$ cat config.mk
export PLATFORM = sky130hd
export DESIGN_NAME = demo_master_driver
export DESIGN_NICKNAME = d
export VERILOG_FILES = /design/src/rtl/demo_pkg.sv /design/src/rtl/start_sync_edge.sv /design/src/rtl/demo_master_driver.sv
export SDC_FILE = /design/constraint.sdc
export NUM_CORES = 1
export LEC_CHECK = 0
export ABC_AREA = 1
export BUFFER_PORTS_ARGS = -buffer_cell sky130_fd_sc_hd__buf_2
export CAP_MARGIN = 40
export CORE_MARGIN = 3
export CORE_UTILIZATION = 60
export DETAILED_ROUTE_END_ITERATION = 16
export PLACE_DENSITY = 0.84
export SETUP_SLACK_MARGIN = 0.4
export SLEW_MARGIN = 10
export SYNTH_ARGS = -nofsm -noshare
export SYNTH_HDL_FRONTEND = slang
export SYNTH_SLANG_ARGS = --single-unit
$ cat constraint.sdc
create_clock -name clk_i -period 3.5 [get_ports clk_i]
set_clock_uncertainty 0.15 [all_clocks]
set_input_delay 0.175 -clock clk_i [delete_from_list [all_inputs] [get_ports clk_i]]
set_output_delay 0.175 -clock clk_i [all_outputs]
set_load 0.005 [all_outputs]
$ cat src/rtl/demo_pkg.sv
// Shared types and constants for the demo master driver.
package demo_pkg;

    typedef enum logic [1:0] {DRV_IDLE, DRV_ISSUE, DRV_WAIT, DRV_DONE} drv_state_t;

    localparam logic MODE_READ  = 1'b0;
    localparam logic MODE_WRITE = 1'b1;

endpackage

$ cat src/rtl/start_sync_edge.sv
// Two-flop synchroniser for the active-low start input plus a one-cycle falling-edge pulse.
module start_sync_edge (
    input  logic clk_i,
    input  logic rstn_i,
    input  logic start_i,
    output logic evt_o
);

    logic s1_q, s2_q, s3_q;

    // Reset to the released (high) level so reset release never looks like a press.
    always_ff @(posedge clk_i or negedge rstn_i) begin
        if (!rstn_i) begin
            s1_q <= 1'b1;
            s2_q <= 1'b1;
            s3_q <= 1'b1;
        end else begin
            s1_q <= start_i;
            s2_q <= s1_q;
            s3_q <= s2_q;
        end
    end

    assign evt_o = s3_q & ~s2_q;

endmodule

$ cat src/rtl/demo_master_driver.sv
// Turns one start press into a single bus read or write with walking address pointers.
// Define DEMO_READ_CHECK_EN to enable the sticky read-data pattern check on mismatch_o.
module demo_master_driver
    import demo_pkg::*;
#(
    parameter int unsigned ADDR_WIDTH           = 16,
    parameter int unsigned DATA_WIDTH           = 8,
    parameter int unsigned SLAVE_MEM_ADDR_WIDTH = 12,
    parameter int unsigned SLAVE_ID             = 0,
    parameter logic [DATA_WIDTH-1:0] DATA_SEED  = DATA_WIDTH'(8'hA5),
    parameter int unsigned TIMEOUT              = 255
) (
    input  logic                  clk_i,
    input  logic                  rstn_i,
    input  logic                  start_i,
    input  logic                  en_i,
    input  logic                  mode_i,
    output logic                  ready_o,
    output logic                  m_valid_o,
    output logic                  m_mode_o,
    output logic [ADDR_WIDTH-1:0] m_addr_o,
    output logic [DATA_WIDTH-1:0] m_wdata_o,
    input  logic                  m_ready_i,
    input  logic                  m_done_i,
    input  logic [DATA_WIDTH-1:0] m_rdata_i,
    output logic [DATA_WIDTH-1:0] rdata_o,
    output logic                  timeout_o,
    output logic                  mismatch_o
);

    localparam int unsigned IdW  = ADDR_WIDTH - SLAVE_MEM_ADDR_WIDTH;
    localparam int unsigned PtrW = SLAVE_MEM_ADDR_WIDTH;
    localparam int unsigned CntW = (TIMEOUT > 1) ? $clog2(TIMEOUT) : 1;
    localparam logic [IdW-1:0]  SlaveIdBits = IdW'(SLAVE_ID);
    localparam logic [CntW-1:0] CntLast     = CntW'(TIMEOUT - 1);

    function automatic logic [DATA_WIDTH-1:0] data_pattern(input logic [PtrW-1:0] ptr);
        return DATA_WIDTH'(ptr) ^ DATA_SEED;
    endfunction

    drv_state_t            state_q, state_d;
    logic                  mode_q, mode_d;
    logic [ADDR_WIDTH-1:0] addr_q, addr_d;
    logic [DATA_WIDTH-1:0] wdata_q, wdata_d;
    logic [PtrW-1:0]       wr_ptr_q, wr_ptr_d;
    logic [PtrW-1:0]       rd_ptr_q, rd_ptr_d;
    logic [CntW-1:0]       cnt_q, cnt_d;
    logic [DATA_WIDTH-1:0] rdata_q, rdata_d;
    logic                  timeout_q, timeout_d;
    logic                  start_evt;

    start_sync_edge u_start_sync_edge (
        .clk_i   (clk_i),
        .rstn_i  (rstn_i),
        .start_i (start_i),
        .evt_o   (start_evt)
    );

    always_comb begin
        state_d   = state_q;
        mode_d    = mode_q;
        addr_d    = addr_q;
        wdata_d   = wdata_q;
        wr_ptr_d  = wr_ptr_q;
        rd_ptr_d  = rd_ptr_q;
        cnt_d     = cnt_q;
        rdata_d   = rdata_q;
        timeout_d = timeout_q;
        unique case (state_q)
            DRV_IDLE: begin
                if (start_evt && en_i) begin
                    mode_d    = mode_i;
                    timeout_d = 1'b0;
                    cnt_d     = '0;
                    if (mode_i == MODE_WRITE) begin
                        addr_d  = {SlaveIdBits, wr_ptr_q};
                        wdata_d = data_pattern(wr_ptr_q);
                    end else begin
                        addr_d  = {SlaveIdBits, rd_ptr_q};
                        wdata_d = '0;
                    end
                    state_d = DRV_ISSUE;
                end
            end
            DRV_ISSUE: begin
                if (m_ready_i) begin
                    cnt_d   = '0;
                    state_d = DRV_WAIT;
                end
            end
            DRV_WAIT: begin
                // Completion takes priority over an expiry landing on the same cycle.
                if (m_done_i) begin
                    if (mode_q == MODE_READ) rdata_d = m_rdata_i;
                    state_d = DRV_DONE;
                end else if (cnt_q == CntLast) begin
                    timeout_d = 1'b1;
                    state_d   = DRV_IDLE;
                end else begin
                    cnt_d = cnt_q + 1'b1;
                end
            end
            DRV_DONE: begin
                if (mode_q == MODE_WRITE) wr_ptr_d = wr_ptr_q + 1'b1;
                else                      rd_ptr_d = rd_ptr_q + 1'b1;
                state_d = DRV_IDLE;
            end
            default: state_d = DRV_IDLE;
        endcase
    end

    always_ff @(posedge clk_i or negedge rstn_i) begin
        if (!rstn_i) begin
            state_q   <= DRV_IDLE;
            mode_q    <= MODE_READ;
            addr_q    <= '0;
            wdata_q   <= '0;
            wr_ptr_q  <= '0;
            rd_ptr_q  <= '0;
            cnt_q     <= '0;
            rdata_q   <= '0;
            timeout_q <= 1'b0;
        end else begin
            state_q   <= state_d;
            mode_q    <= mode_d;
            addr_q    <= addr_d;
            wdata_q   <= wdata_d;
            wr_ptr_q  <= wr_ptr_d;
            rd_ptr_q  <= rd_ptr_d;
            cnt_q     <= cnt_d;
            rdata_q   <= rdata_d;
            timeout_q <= timeout_d;
        end
    end

`ifdef DEMO_READ_CHECK_EN
    logic mismatch_q, mismatch_d;

    always_comb begin
        mismatch_d = mismatch_q;
        if (state_q == DRV_WAIT && m_done_i && mode_q == MODE_READ &&
            m_rdata_i != data_pattern(rd_ptr_q)) begin
            mismatch_d = 1'b1;
        end
    end

    always_ff @(posedge clk_i or negedge rstn_i) begin
        if (!rstn_i) mismatch_q <= 1'b0;
        else         mismatch_q <= mismatch_d;
    end

    assign mismatch_o = mismatch_q;
`else
    assign mismatch_o = 1'b0;
`endif

    assign ready_o   = (state_q == DRV_IDLE);
    assign m_valid_o = (state_q == DRV_ISSUE);
    assign m_mode_o  = mode_q;
    assign m_addr_o  = addr_q;
    assign m_wdata_o = wdata_q;
    assign rdata_o   = rdata_q;
    assign timeout_o = timeout_q;

endmodule

Yosys cells after proc, flatten, opt, wreduce, memory -nomap -nowiden --
Index checks and enable logic that the tools add are counted.
Storage, ports and cells: bits in registers 71, input port bits 15, output and inout port bits 37
Operators by class: $add $sub $neg 3, equality and inequality tests 10, muxes and demuxes 16, bitwise logic cells 4, reductions and logical operators 11
Operators by type and width (count):
- two-way mux 8 bit | 5
- adder 12 x 1 -> 12 bit (second input constant) | 2
- one-hot mux 8 bit (3 select lines) | 1
- two-way mux 12 bit | 1
- adder 8 x 1 -> 8 bit (second input constant) | 1
- equality test 8 bit (second input constant) | 1
- two-way mux 2 bit | 4
- one-hot mux 2 bit (4 select lines) | 1
- != test 2 bit (second input constant) | 3
- AND reduction 2 bit | 3
- AND reduction 3 bit | 2
- AND reduction 5 bit | 1
- equality test 2 bit (second input constant) | 2
- != test 2 x 1 -> 1 bit (second input constant) | 2
- inverter 4 bit | 1
- AND reduction 4 bit | 1
- two-way mux 1 bit | 3
- != test 3 bit (second input constant) | 1
- nonzero test 3 bit | 1
- equality test 2 x 1 -> 1 bit (second input constant) | 1
- logical NOT 2 bit | 1
- inverter 1 bit | 2
- one-hot mux 1 bit (2 select lines) | 1
- nonzero test 2 bit | 1
- 2 further kinds | 2

Depth between registers and ports, before layout --
Gate-level depths: netlist of the first run.
word-level depth 5, gate-level depth with buffers 9, mapped depth without buffers 9

By module --
From an unflattened synthesis of the first run, not the netlist that was laid out.
Unflattened totals: cells, all modules 387, area total of the unflattened synthesis 3340.7 um^2
By module, submodules not included:
- demo_master_driver | times used 1, cells each 382, area each 3251.9 um^2, seq. area each 1601.5 um^2
- start_sync_edge | times used 1, cells each 5, area each 88.8 um^2, seq. area each 78.8 um^2

Least setup slack after synthesis of the first run --
Ideal clock, no wire load.
path kind register to register, from reg state_q[0], to reg addr_q[4] (netlist: m_addr_o[4]), library setup time 0.131 ns, arrival 1.275 ns, path slack 1.944 ns, stages on the path, launching flop included 9, period minus slack after synthesis 1.556 ns, cell sequence dfrtp_1 -> buf_4 -> nor2_4 -> inv_1 -> nor2_4 -> inv_2 -> buf_2 -> nand2_1 -> o211ai_1
Between the ends: cells in the longest elaborated chain, start to end 2
RTL lines:
- start: declaration | line demo_master_driver.sv:41 | drv_state_t state_q, state_d;
- start signal: assignment | line demo_master_driver.sv:124 | state_q <= state_d;
- logical NOT 2 bit
- named net ready_o | line demo_master_driver.sv:18 | output logic ready_o,
- AND reduction 2 bit (no line)
- end signal: assignment | line demo_master_driver.sv:126 | addr_q <= addr_d;
- end: declaration | line demo_master_driver.sv:43 | logic [ADDR_WIDTH-1:0] addr_q, addr_d;
The timed path passes the listed nets, and every way through them passes these cells. A chain may end at the register's enable or synchronous reset.

Worst setup path in the final report of the first run --
from reg state_q[0], to reg addr_q[0] (netlist: m_addr_o[0])
Between the ends: cells in the longest elaborated chain, start to end 2
RTL lines:
- logical NOT 2 bit | line demo_master_driver.sv:69 | unique case (state_q)
- AND reduction 2 bit (no line)
Every way passes these cells.

==> results.yml, run 1 <==
placed_design:
  dp_hpwl_microns: 4640
  post-place-cells: 475
  gp_congestion: 0.8138
  dp_slack_ns: 1.596
  placed_cell_area_sq_um: 3470
  portBuffers: 46
layout:
  finish.utilization: 0.7313
  fin_area_sq_um: 3759
  areaGrowthSynthToFinish_pct: 17.02
  final_common_cell: "nand2_1"
  antenna-diode-count: 0
  drive_gt1_frac: 0.2083
  instances_no_fill: 502
  final_nets: 446
  final_cell_mix: "96 x nand2_1, 64 x dfrtp_1, 46 x buf_2"
route:
  drc_errors: 0
  vias: 2577
  drt_pass1_iterations: 4
  wire_per_inst_microns: 13.12
  detail_route.iter0.violations: 165
  viasPerCell: 5.133
  drt-total-wl_microns: 6587
  drtAntennaViolNets: 0
sta:
  finalCritPeriodShare: 0.5468
  clock.fmax_mhz: 522.6
  fin_hold_ws_ns: 0.07301
  hold_viol_final: 0
  min_period_ns: 1.914
  fin_ws_ns: 1.586
  rsz0062_at_grt: "no"
  finalMaxSlewViolations: 0
  tightest_slew_ns: 0.8113
  tns_ns: 0
  setup_viol: 0
  relSlewSlack: 0.4591
worst_setup_path:
  critPathMaxStageDelay_ns: 0.51
  worstSetupPathType: "reg -> reg"
  path_delay_family: "simple AND/OR/NAND/NOR gates"
  start_kind: "flip-flop"
  cp_max_fo: 19
  crit_buf_inv: 2
  crit_path_cell_trace: "nor2_4, inv_1, nor2_4, inv_2, a21oi_1, o21ai_0, nand2_1"
  cpMaxStageDelayCell: "dfrtp_1"
  cp-end-kind: "flip-flop"
  critPathRequiredTime_ns: 3.62
  cp_common_cell: "nor2_4"
  worstPathArrival_ns: 2.03
floorplanning:
  core_sq_um: 5140
  die_y_microns: 79.17
  die_x_microns: 79.17
  ios: 52
  start_util: 0.6249
  fp-row-count: 26
  die_area_sq_um: 6267
cts:
  cts_max_level: 3
  insertion_delay_ns: 0.33
  clock_sinks: 67
  clk_pin_slew_ns: 0.07
  clk_path_buf_depth: 2
  cts_tree: "built"
  post_cts_resize_count: 0
  root_buffer: "clkbuf_8"
  numCtsBuffers: 9
global_routing:
  grt-busiest-layer: "met2"
  grt.total_usage: 0.2378
  met3_usage: 0.06236
  grt_antenna_before_repair: 0
  grt_max_degree: 68
  grt_pass1_wl_microns: 11700
  grt_pass1_vias: 2579
  use_met1: 0.3195
  overflow: 0
  met2_usage: 0.3712
synthesis:
  synth_area_per_cell_sq_um: 8.800
  synth.area.mux_share: 0
  synth_xor_area_frac: 0.03545
  synth_compound_area_frac: 0.07090
  ys_types: 35
  yosys_register_bits: 67
  yosysSeqAreaShare: 0.5232
  synth_top_area_share: 0.4986
  synth_top_family_by_area: "simple AND/OR/NAND/NOR gates"
  netlist_instances: 365
  yosys.area_share.simple: 0.2801
  synth_fa_ha_area_frac: 0.01558
  yosysTopAreaCell: "dfrtp_1"
  netlist_top_cells_area: "dfrtp_1 50%, nand2_1 11%, nand3_1 5.0%"
  synth_area_sq_um: 3212
  yosys_warnings: 0
outcome:
  status: "completed"
pwr:
  p_per_area_nw_per_um2: 646.7
  power_mw: 2.431
  cellLeakagePower_nw: 1.905
  ir_drop_uv: 505.6
run:
  cap_violations: 0
hold_path:
  hold_path_class: "in -> reg"
## per-layer routing
layer | wire [microns] | up-vias
met3 | 236 | 15
met4 | 142 | 0
li1 | - | 1280
met5 | 0 | -
met1 | 3003 | 1228
met2 | 3204 | 54
## cell type report
class	count	area, sq um
flip-flops and latches	67	1680
multi-input cells	250	1310
clock buffers	13	138.9
clock inverters	3	40.04
inverters	41	153.9
fillers	404	1381
well taps	70	87.58
repair buffers	58	347.8
## worst paths after layout
kind | startpoint | endpoint | slack, ns | cells past startpoint
worst max-delay path | state_q[0]$_DFFE_PN0P_ | m_addr_o[0]$_DFFE_PN0P_ | 1.59 | 7
worst min-delay path | mode_i | m_addr_o[8]$_DFFE_PN0P_ | 0.07 | 3
worst max register to register | state_q[0]$_DFFE_PN0P_ | m_addr_o[0]$_DFFE_PN0P_ | 1.59 | 7
worst min register to register | u_start_sync_edge.s1_q$_DFF_PN1_ | u_start_sync_edge.s2_q$_DFF_PN1_ | 0.21 | 0
max in group asynchronous | rstn_i | rd_ptr_q[1]$_DFFE_PN0P_ | 2.25 | 3
min in group asynchronous | rstn_i | m_addr_o[9]$_DFFE_PN0P_ | 0.41 | 3
## worst register-to-register path, cell delays in order (launching register included)
cell	delay, ns
dfrtp_1	0.51
nor2_4	0.16
inv_1	0.09
nor2_4	0.34
inv_2	0.23
a21oi_1	0.20
o21ai_0	0.11
nand2_1	0.06
## synthesized netlist by cell type (all sizes together)
| master | count |
|---|---|
| o211ai | 4 |
| buf | 9 |
| or2 | 1 |
| clkinv | 1 |
| xnor2 | 5 |
| a21oi | 4 |
| dfstp | 3 |
| conb | 1 |
| o21bai | 3 |
| o21ai | 23 |
| nor3 | 2 |
| nand4 | 4 |
| ha | 4 |
| a31oi | 4 |
| nor2 | 41 |
| inv | 40 |
| nand3 | 36 |
| dfrtp | 64 |
| nand2 | 103 |
| clkbuf | 2 |
| xor2 | 8 |
| nand3b | 3 |
## power by group
group,total [mW],leakage [nW],internal (mW),switching [mW]
clock,0.599,0.0914,0.328,0.271
combinational,0.690,0.940,0.275,0.415
sequential,1.14,0.873,0.966,0.177
## cells by family after synthesis
| kind of cell | Yosys count |
|---|---|
| and+or+nand+nor | 190 |
| buffers and inverters | 52 |
| xor gates and xnor gates | 13 |
| adders and majority gates | 4 |
| DFF | 67 |
| other | 1 |
| AOI/OAI and AO/OA | 38 |
## state kept, by name, indices dropped and copies added (netlist names)
register and flops:
m_addr_o 12, cnt_q 8, rd_ptr_q 12, m_wdata_o 8, rdata_o 8, m_mode_o 1, u_start_sync_edge.s2_q 1, u_start_sync_edge.s3_q 1
wr_ptr_q 12, u_start_sync_edge.s1_q 1, timeout_o 1, state_q 2
## timing repair
| action | in CTS | in global routing |
|---|---|---|
| endpoints found under the hold margin | 74 | 0 |
| setup buffers | 0 | 0 |
| hold buffers | 11 | 0 |
Note: power is estimated with default switching activity, not from simulation.
==> run 2, diff against run 1 <==
--- a/config.mk
+++ b/config.mk
@@ -5,13 +5,13 @@
 export SDC_FILE = /design/constraint.sdc
 export NUM_CORES = 1
 export LEC_CHECK = 0
-export ABC_AREA = 1
+export ABC_AREA = 0
 export BUFFER_PORTS_ARGS = -buffer_cell sky130_fd_sc_hd__buf_2
 export CAP_MARGIN = 40
 export CORE_MARGIN = 3
-export CORE_UTILIZATION = 60
+export CORE_UTILIZATION = 55
 export DETAILED_ROUTE_END_ITERATION = 16
-export PLACE_DENSITY = 0.84
+export PLACE_DENSITY = 0.78
 export SETUP_SLACK_MARGIN = 0.4
 export SLEW_MARGIN = 10
 export SYNTH_ARGS = -nofsm -noshare
==> constraint.sdc (replaced) <==
create_clock -name clk_i -period 1.9 [get_ports clk_i]
set_clock_uncertainty 0.15 [all_clocks]
set_input_delay 0.095 -clock clk_i [delete_from_list [all_inputs] [get_ports clk_i]]
set_output_delay 0.095 -clock clk_i [all_outputs]
set_load 0.005 [all_outputs]
==> run 2 against run 1 <==
Effect of this change: cell count fell by 13%; critical endpoint is now m_addr_o[3]$_DFFE_PN0P_; synthesized area fell by 5.5%; sequential power rose by 82%; first-iteration DRC count fell by 13%; synthesized cell count fell by 25%; largest cell class unchanged; highest routed layer unchanged; worst hold slack improved by 0.014 ns.
==> results.yml, run 2 <==
outcome:
  status: "completed"
floorplanning:
  core_sq_um: 5238
  die_y_microns: 80.31
  ios: 52
  die_area_sq_um: 6449
  start_util: 0.5798
  die_x_microns: 80.31
  fp-row-count: 26
route:
  drt-total-wl_microns: 7065
  drtAntennaViolNets: 0
  viasPerCell: 5.490
  vias: 2388
  detail_route.iter0.violations: 144
  top_layer: "met4"
  wl_met2_microns: 3585
  wire_per_inst_microns: 16.24
  drt-met1-wl_microns: 2933
  wl_met3_microns: 384
  drt_pass1_iterations: 4
  drc_errors: 0
synthesis:
  synthFlopType: "dfrtp_1"
  yosysTopAreaCell: "dfrtp_1"
  synth_top_area_share: 0.5274
  synth.area.mux_share: 0.07993
  ys_types: 46
  yosys_warnings: 0
  async_reset_ff_frac: 1.000
  synth_area_per_cell_sq_um: 11.04
  synth_area_sq_um: 3037
  synth.most_common_cell: "dfrtp_1"
  netlist_top_cells_area: "dfrtp_1 53%, nand2_1 5.2%, xnor2_1 4.9%"
  yosys_register_bits: 67
  synth_fa_ha_area_frac: 0.01648
  netlist_instances: 275
  synth_xor_area_frac: 0.06345
  yosysSeqAreaShare: 0.5534
  synthTopCellsByCount: "64 x dfrtp_1, 42 x nand2_1, 17 x xnor2_1, 16 x o21ai_0, 13 x mux2i_1"
  synth-edff-count: 0
  synth_compound_area_frac: 0.07211
  yosys.area_share.simple: 0.1763
  synth_top_family_by_area: "simple AND/OR/NAND/NOR gates"
worst_setup_path:
  worstSetupPathType: "reg -> reg"
  cp-end-kind: "flip-flop"
  r2r_start: "u_start_sync_edge.s3_q$_DFF_PN1_"
  critPathMaxStageDelay_ns: 0.55
  cpMaxStageDelayCell: "dfstp_2"
  critPathRequiredTime_ns: 1.96
  rr_worst_depth: 5
  critical_path.startpoint: "u_start_sync_edge.s3_q$_DFF_PN1_"
  crit_path_cell_trace: "nand3b_1, or3_4, buf_6, nand2_1, o21ai_0"
  cp_max_fo: 22
  worstPathArrival_ns: 1.71
  start_kind: "flip-flop"
layout:
  instances_no_fill: 435
  final_common_cell: "dfrtp_1"
  antenna-diode-count: 0
  drive_gt1_frac: 0.3589
  areaGrowthSynthToFinish_pct: 32.88
  final_nets: 379
  nFillCells: 335
  final_cell_mix: "61 x dfrtp_1, 46 x buf_2, 42 x nand2_1"
global_routing:
  overflow: 0
  grt_antenna_before_repair: 0
  grt_pass1_wl_microns: 10540
  grt_max_degree: 47
  grt_pass1_vias: 2287
  grt.total_usage: 0.2147
placed_design:
  gp_congestion: 0.9074
  portBuffers: 46
  post-place-cells: 385
  dp_hpwl_microns: 4160
sta:
  hold_viol_final: 0
  tightest_slew_ns: 0.5345
  relSlewSlack: 0.6437
  min_period_ns: 1.647
  finalCritPeriodShare: 0.8669
  setup_viol: 0
  tns_ns: 0
  rsz0062_at_grt: "yes"
  finalMaxSlewViolations: 0
  clock.fmax_mhz: 607.1
cts:
  insertion_delay_ns: 0.34
  clk_path_buf_depth: 2
  numCtsBuffers: 9
  clk_pin_slew_ns: 0.07
  root_buffer: "clkbuf_8"
  clock_sinks: 67
  cts_max_level: 3
  cts_tree: "built"
pwr:
  p_per_area_nw_per_um2: 1137
  ir_drop_uv: 881.4
  power_mw: 4.590
  cellLeakagePower_nw: 1.943
run:
  cap_violations: 0
hold_path:
  hold_path_class: "in -> reg"
  hp-start: "m_done_i"
  hold_depth: 3
## run 2: cell count changes after synthesis, moves of 4 or more
| cell | delta |
|---|---|
| inv_1 | -30 |
| mux2_2 | +10 |
| and3_1 | +5 |
| xnor2_1 | +12 |
| nand2_1 | -54 |
| o211ai_1 | -4 |
| nand3_1 | -21 |
| and4_1 | +4 |
| mux2i_1 | +13 |
| inv_2 | -4 |
| nor2_1 | -27 |
| nand2_2 | -6 |
## run 2: kinds of logic after synthesis
kind of cell             count (synthesis)
adder cells (fa/ha/maj)                  4
AO/OA/AOI/OAI                           37
multiplexers                            23
AND/OR/NAND/NOR                         99
other                                    1
flip-flops                              67
buffers and inverters                   22
XOR/XNOR                                22
## run 2: path summary, 6_finish.rpt
| path | slack [ns] | end |
|---|---|---|
| min in group asynchronous | 0.12 | m_addr_o[9]$_DFFE_PN0P_ |
| worst max register to register | 0.25 | m_addr_o[3]$_DFFE_PN0P_ |
| worst min register to register | 0.21 | u_start_sync_edge.s2_q$_DFF_PN1_ |
| worst max-delay path | 0.25 | m_addr_o[3]$_DFFE_PN0P_ |
| max in group asynchronous | 0.81 | u_start_sync_edge.s1_q$_DFF_PN1_ |
| worst min-delay path | 0.09 | timeout_o$_DFFE_PN0P_ |
## run 2: final cells by class
class | instances | area (sq um) | area share
clock buffer | 14 | 162.7 | 0.04031
clock inverter | 2 | 10.01 | 0.002481
inverter | 6 | 22.52 | 0.005581
multi-input combinational | 190 | 1460 | 0.3619
sequential | 67 | 1684 | 0.4174
tap | 70 | 87.58 | 0.02171
timing repair buffer | 86 | 608.1 | 0.1507
## run 2: worst max-delay path, delay by kind of cell, from the launching register on
kind                   cells  cell delay (ns)
buffers and inverters      1             0.18
AOI/OAI and AO/OA          1             0.08
DFF                        1             0.55
and+or+nand+nor            3             0.56
## run 2: where the power goes
part           internal (mW)  switching, mW  total, mW
Sequential              1.75          0.320       2.07
Clock                  0.542          0.502       1.04
Combinational          0.804          0.673       1.48
## run 2: per-stage QoR
step | instance area (sq um) | setup slack [ns] | hold slack (ns) | util
final | 4035 | 0.2529 | 0.08663 | 0.7704
after global routing | 4035 | 0.1844 | 0.09132 | 0.7704
after CTS | 3819 | 0.2956 | 0.007945 | 0.7291
after detailed placement | 3361 | 0.1770 | -0.05589 | 0.6417
after global placement | 3361 | 0.1712 | -0.05923 | 0.6417
after floorplan | 3084 | 0.3084 | -0.3506 | -
## run 2: metal layers
metal,up-vias,GRT usage
li1,1121,-
met1,1154,0.2618
met2,86,0.3601
met3,27,0.05381
met4,0,0.09291
met5,-,0
## run 2: timing repair
item	4_1_cts	5_1_grt
setup endpoints to repair	53	51
buffers inserted	9	13
pin swaps	5	14
hold buffers	12	0
hold endpoints to repair	67	0
resized for setup	21	26
==> run 3, diff against run 2 <==
--- a/config.mk
+++ b/config.mk
@@ -8,8 +8,8 @@
 export ABC_AREA = 0
 export BUFFER_PORTS_ARGS = -buffer_cell sky130_fd_sc_hd__buf_2
 export CAP_MARGIN = 40
-export CORE_MARGIN = 3
 export CORE_UTILIZATION = 55
+export CTS_BUF_LIST = sky130_fd_sc_hd__clkbuf_4 sky130_fd_sc_hd__clkbuf_8 sky130_fd_sc_hd__clkbuf_16
 export DETAILED_ROUTE_END_ITERATION = 16
 export PLACE_DENSITY = 0.78
 export SETUP_SLACK_MARGIN = 0.4
==> constraint.sdc (replaced) <==
create_clock -name clk_i -period 1.8 [get_ports clk_i]
set_clock_uncertainty 0.15 [all_clocks]
set_input_delay 0.09 -clock clk_i [delete_from_list [all_inputs] [get_ports clk_i]]
set_output_delay 0.09 -clock clk_i [all_outputs]
set_load 0.005 [all_outputs]
==> run 3 against run 2 <==
Effect of this change: combinational power is 22% higher; design area grew 5.4%; critical path depth is the same; maximum frequency shrank 2.8%; sequential share of layout area down 2.0 points; first-iteration DRC count shrank 12%; register-to-register slack worse by 0.15 ns; count of clock-buffer cells in the layout is the same; critical path type unchanged; largest cell class unchanged; largest power group unchanged; highest routed layer unchanged.
==> results.yml, run 3 (same netlist as run 2, synthesis figures left out) <==
route:
  drt-total-wl_microns: 8201
  drtAntennaViolNets: 0
  vias: 2454
  drt_pass1_iterations: 4
  detail_route.iter0.violations: 127
  drc_errors: 0
  wire_per_inst_microns: 18.60
  viasPerCell: 5.565
cts:
  clock_sinks: 67
  numCtsBuffers: 9
  cts_tree: "built"
  cts_max_level: 3
  insertion_delay_ns: 0.35
  clk_pin_slew_ns: 0.07
  root_buffer: "clkbuf_8"
  clk_path_buf_depth: 2
outcome:
  status: "completed"
hold_path:
  hold_path_class: "in -> async"
sta:
  setup_viol: 0
  min_period_ns: 1.694
  fin_hold_ws_ns: 0.04735
  clock.fmax_mhz: 590.2
  tightest_slew_ns: 0.5086
  finalCritPeriodShare: 0.9413
  tns_ns: 0
  finalMaxSlewViolations: 0
  hold_viol_final: 0
  rsz0062_at_grt: "yes"
  relSlewSlack: 0.6609
  fin_ws_ns: 0.1056
worst_setup_path:
  cp-end-kind: "flip-flop"
  worstPathArrival_ns: 1.81
  rr_worst_depth: 5
  rrSetupSlack_ns: 0.11
  worstSetupPathType: "reg -> reg"
  critical_path.startpoint: "cnt_q[5]$_DFFE_PN0P_"
  start_kind: "flip-flop"
  r2r_start: "cnt_q[5]$_DFFE_PN0P_"
  reg2reg_to: "cnt_q[4]$_DFFE_PN0P_"
  cp_max_fo: 7
  critPathRequiredTime_ns: 1.91
placed_design:
  gp_congestion: 0.8374
  dp_hpwl_microns: 4049
  portBuffers: 46
  dp_slack_ns: 0.09650
  placed_cell_area_sq_um: 3450
layout:
  fin_area_sq_um: 4253
  final_cell_mix: "56 x dfrtp_1, 46 x buf_2, 36 x nand2_1"
  final_common_cell: "dfrtp_1"
  final_nets: 385
  areaGrowthSynthToFinish_pct: 40.05
  antenna-diode-count: 0
  drive_gt1_frac: 0.4528
global_routing:
  overflow: 0
  grt_pass1_wl_microns: 12300
  grt_pass1_vias: 2476
  grt.total_usage: 0.2746
  grt_antenna_before_repair: 0
  grt_max_degree: 30
pwr:
  p_per_area_nw_per_um2: 1227
  power_mw: 5.218
  ir_drop_uv: 936.0
  cellLeakagePower_nw: 2.079
floorplanning:
  start_util: 0.5834
  die_x_microns: 76.31
  ios: 52
  die_y_microns: 76.31
  core_sq_um: 5205
  fp-row-count: 26
  die_area_sq_um: 5822
run:
  cap_violations: 0
==> run 3: cell types whose count changed in the layout (fill, tap and decap cells not counted), moves of 4 or more <==
cell | before | now
dfrtp_1 | 61 | 56
dfrtp_2 | 3 | 8
nand2_1 | 42 | 36
nand2_2 | 0 | 4
nor2_1 | 7 | 3
o21ai_0 | 14 | 8
o21ai_2 | 0 | 4
==> run 3: worst max-delay path: stages (launching register included) <==
cell     delay (ns)
dfrtp_1        0.45
nand4_1        0.27
o21ai_4        0.30
o21ai_2        0.09
buf_6          0.15
a31oi_2        0.20
==> run 3: worst max path at each step <==
stage | slack, ns | depth (start not counted) | to
4_1_cts | 0.22 | 4 | timeout_o$_DFFE_PN0P_
2_1_floorplan | 0.21 | 6 | m_addr_o[11]$_DFFE_PN0P_
3_3_place_gp | 0.14 | 4 | cnt_q[1]$_DFFE_PN0P_
3_5_place_dp | 0.1 | 4 | cnt_q[4]$_DFFE_PN0P_
5_1_grt | 0.07 | 5 | cnt_q[4]$_DFFE_PN0P_
6_report | 0.11 | 5 | cnt_q[4]$_DFFE_PN0P_
==> run 3: repair_timing <==
item	CTS	global route
endpoints found under the setup margin	60	61
cloned	0	0
pin swaps	12	18
buffers inserted	13	10
hold endpoints to repair	75	0
gates resized for setup	41	40
hold buffers	12	0
==> run 3: where the power goes <==
part	internal [mW]	switching, mW
logic	0.975	0.825
clock network	0.618	0.555
registers	1.85	0.395
==> run 3: layout make-up <==
| type | instances | area [sq um] |
|---|---|---|
| multi-input combinational | 190 | 1604 |
| tap | 70 | 87.58 |
| timing repair buffer | 92 | 664.4 |
| fill | 292 | 952.2 |
| clock buffer | 14 | 173.9 |
| sequential | 67 | 1690 |
| clock inverter | 2 | 10.01 |
| inverter | 6 | 22.52 |
==> run 3: stage by stage <==
| step | util | instances |
|---|---|---|
| global route | 0.8171 | 441 |
| floorplan | - | 279 |
| CTS | 0.7707 | 431 |
| finish | 0.8171 | 441 |
| global placement | 0.6627 | 390 |
| detailed placement | 0.6627 | 390 |
==> run 3: per-layer routing <==
layer / part of all wire / track usage / up-vias
li1: - / - / 1132
met2: 0.52 / 0.4532 / 111
met4: 0.021 / 0.07500 / 0
met5: 0 / 0 / -
met1: 0.40 / 0.3606 / 1190
met3: 0.059 / 0.07066 / 21
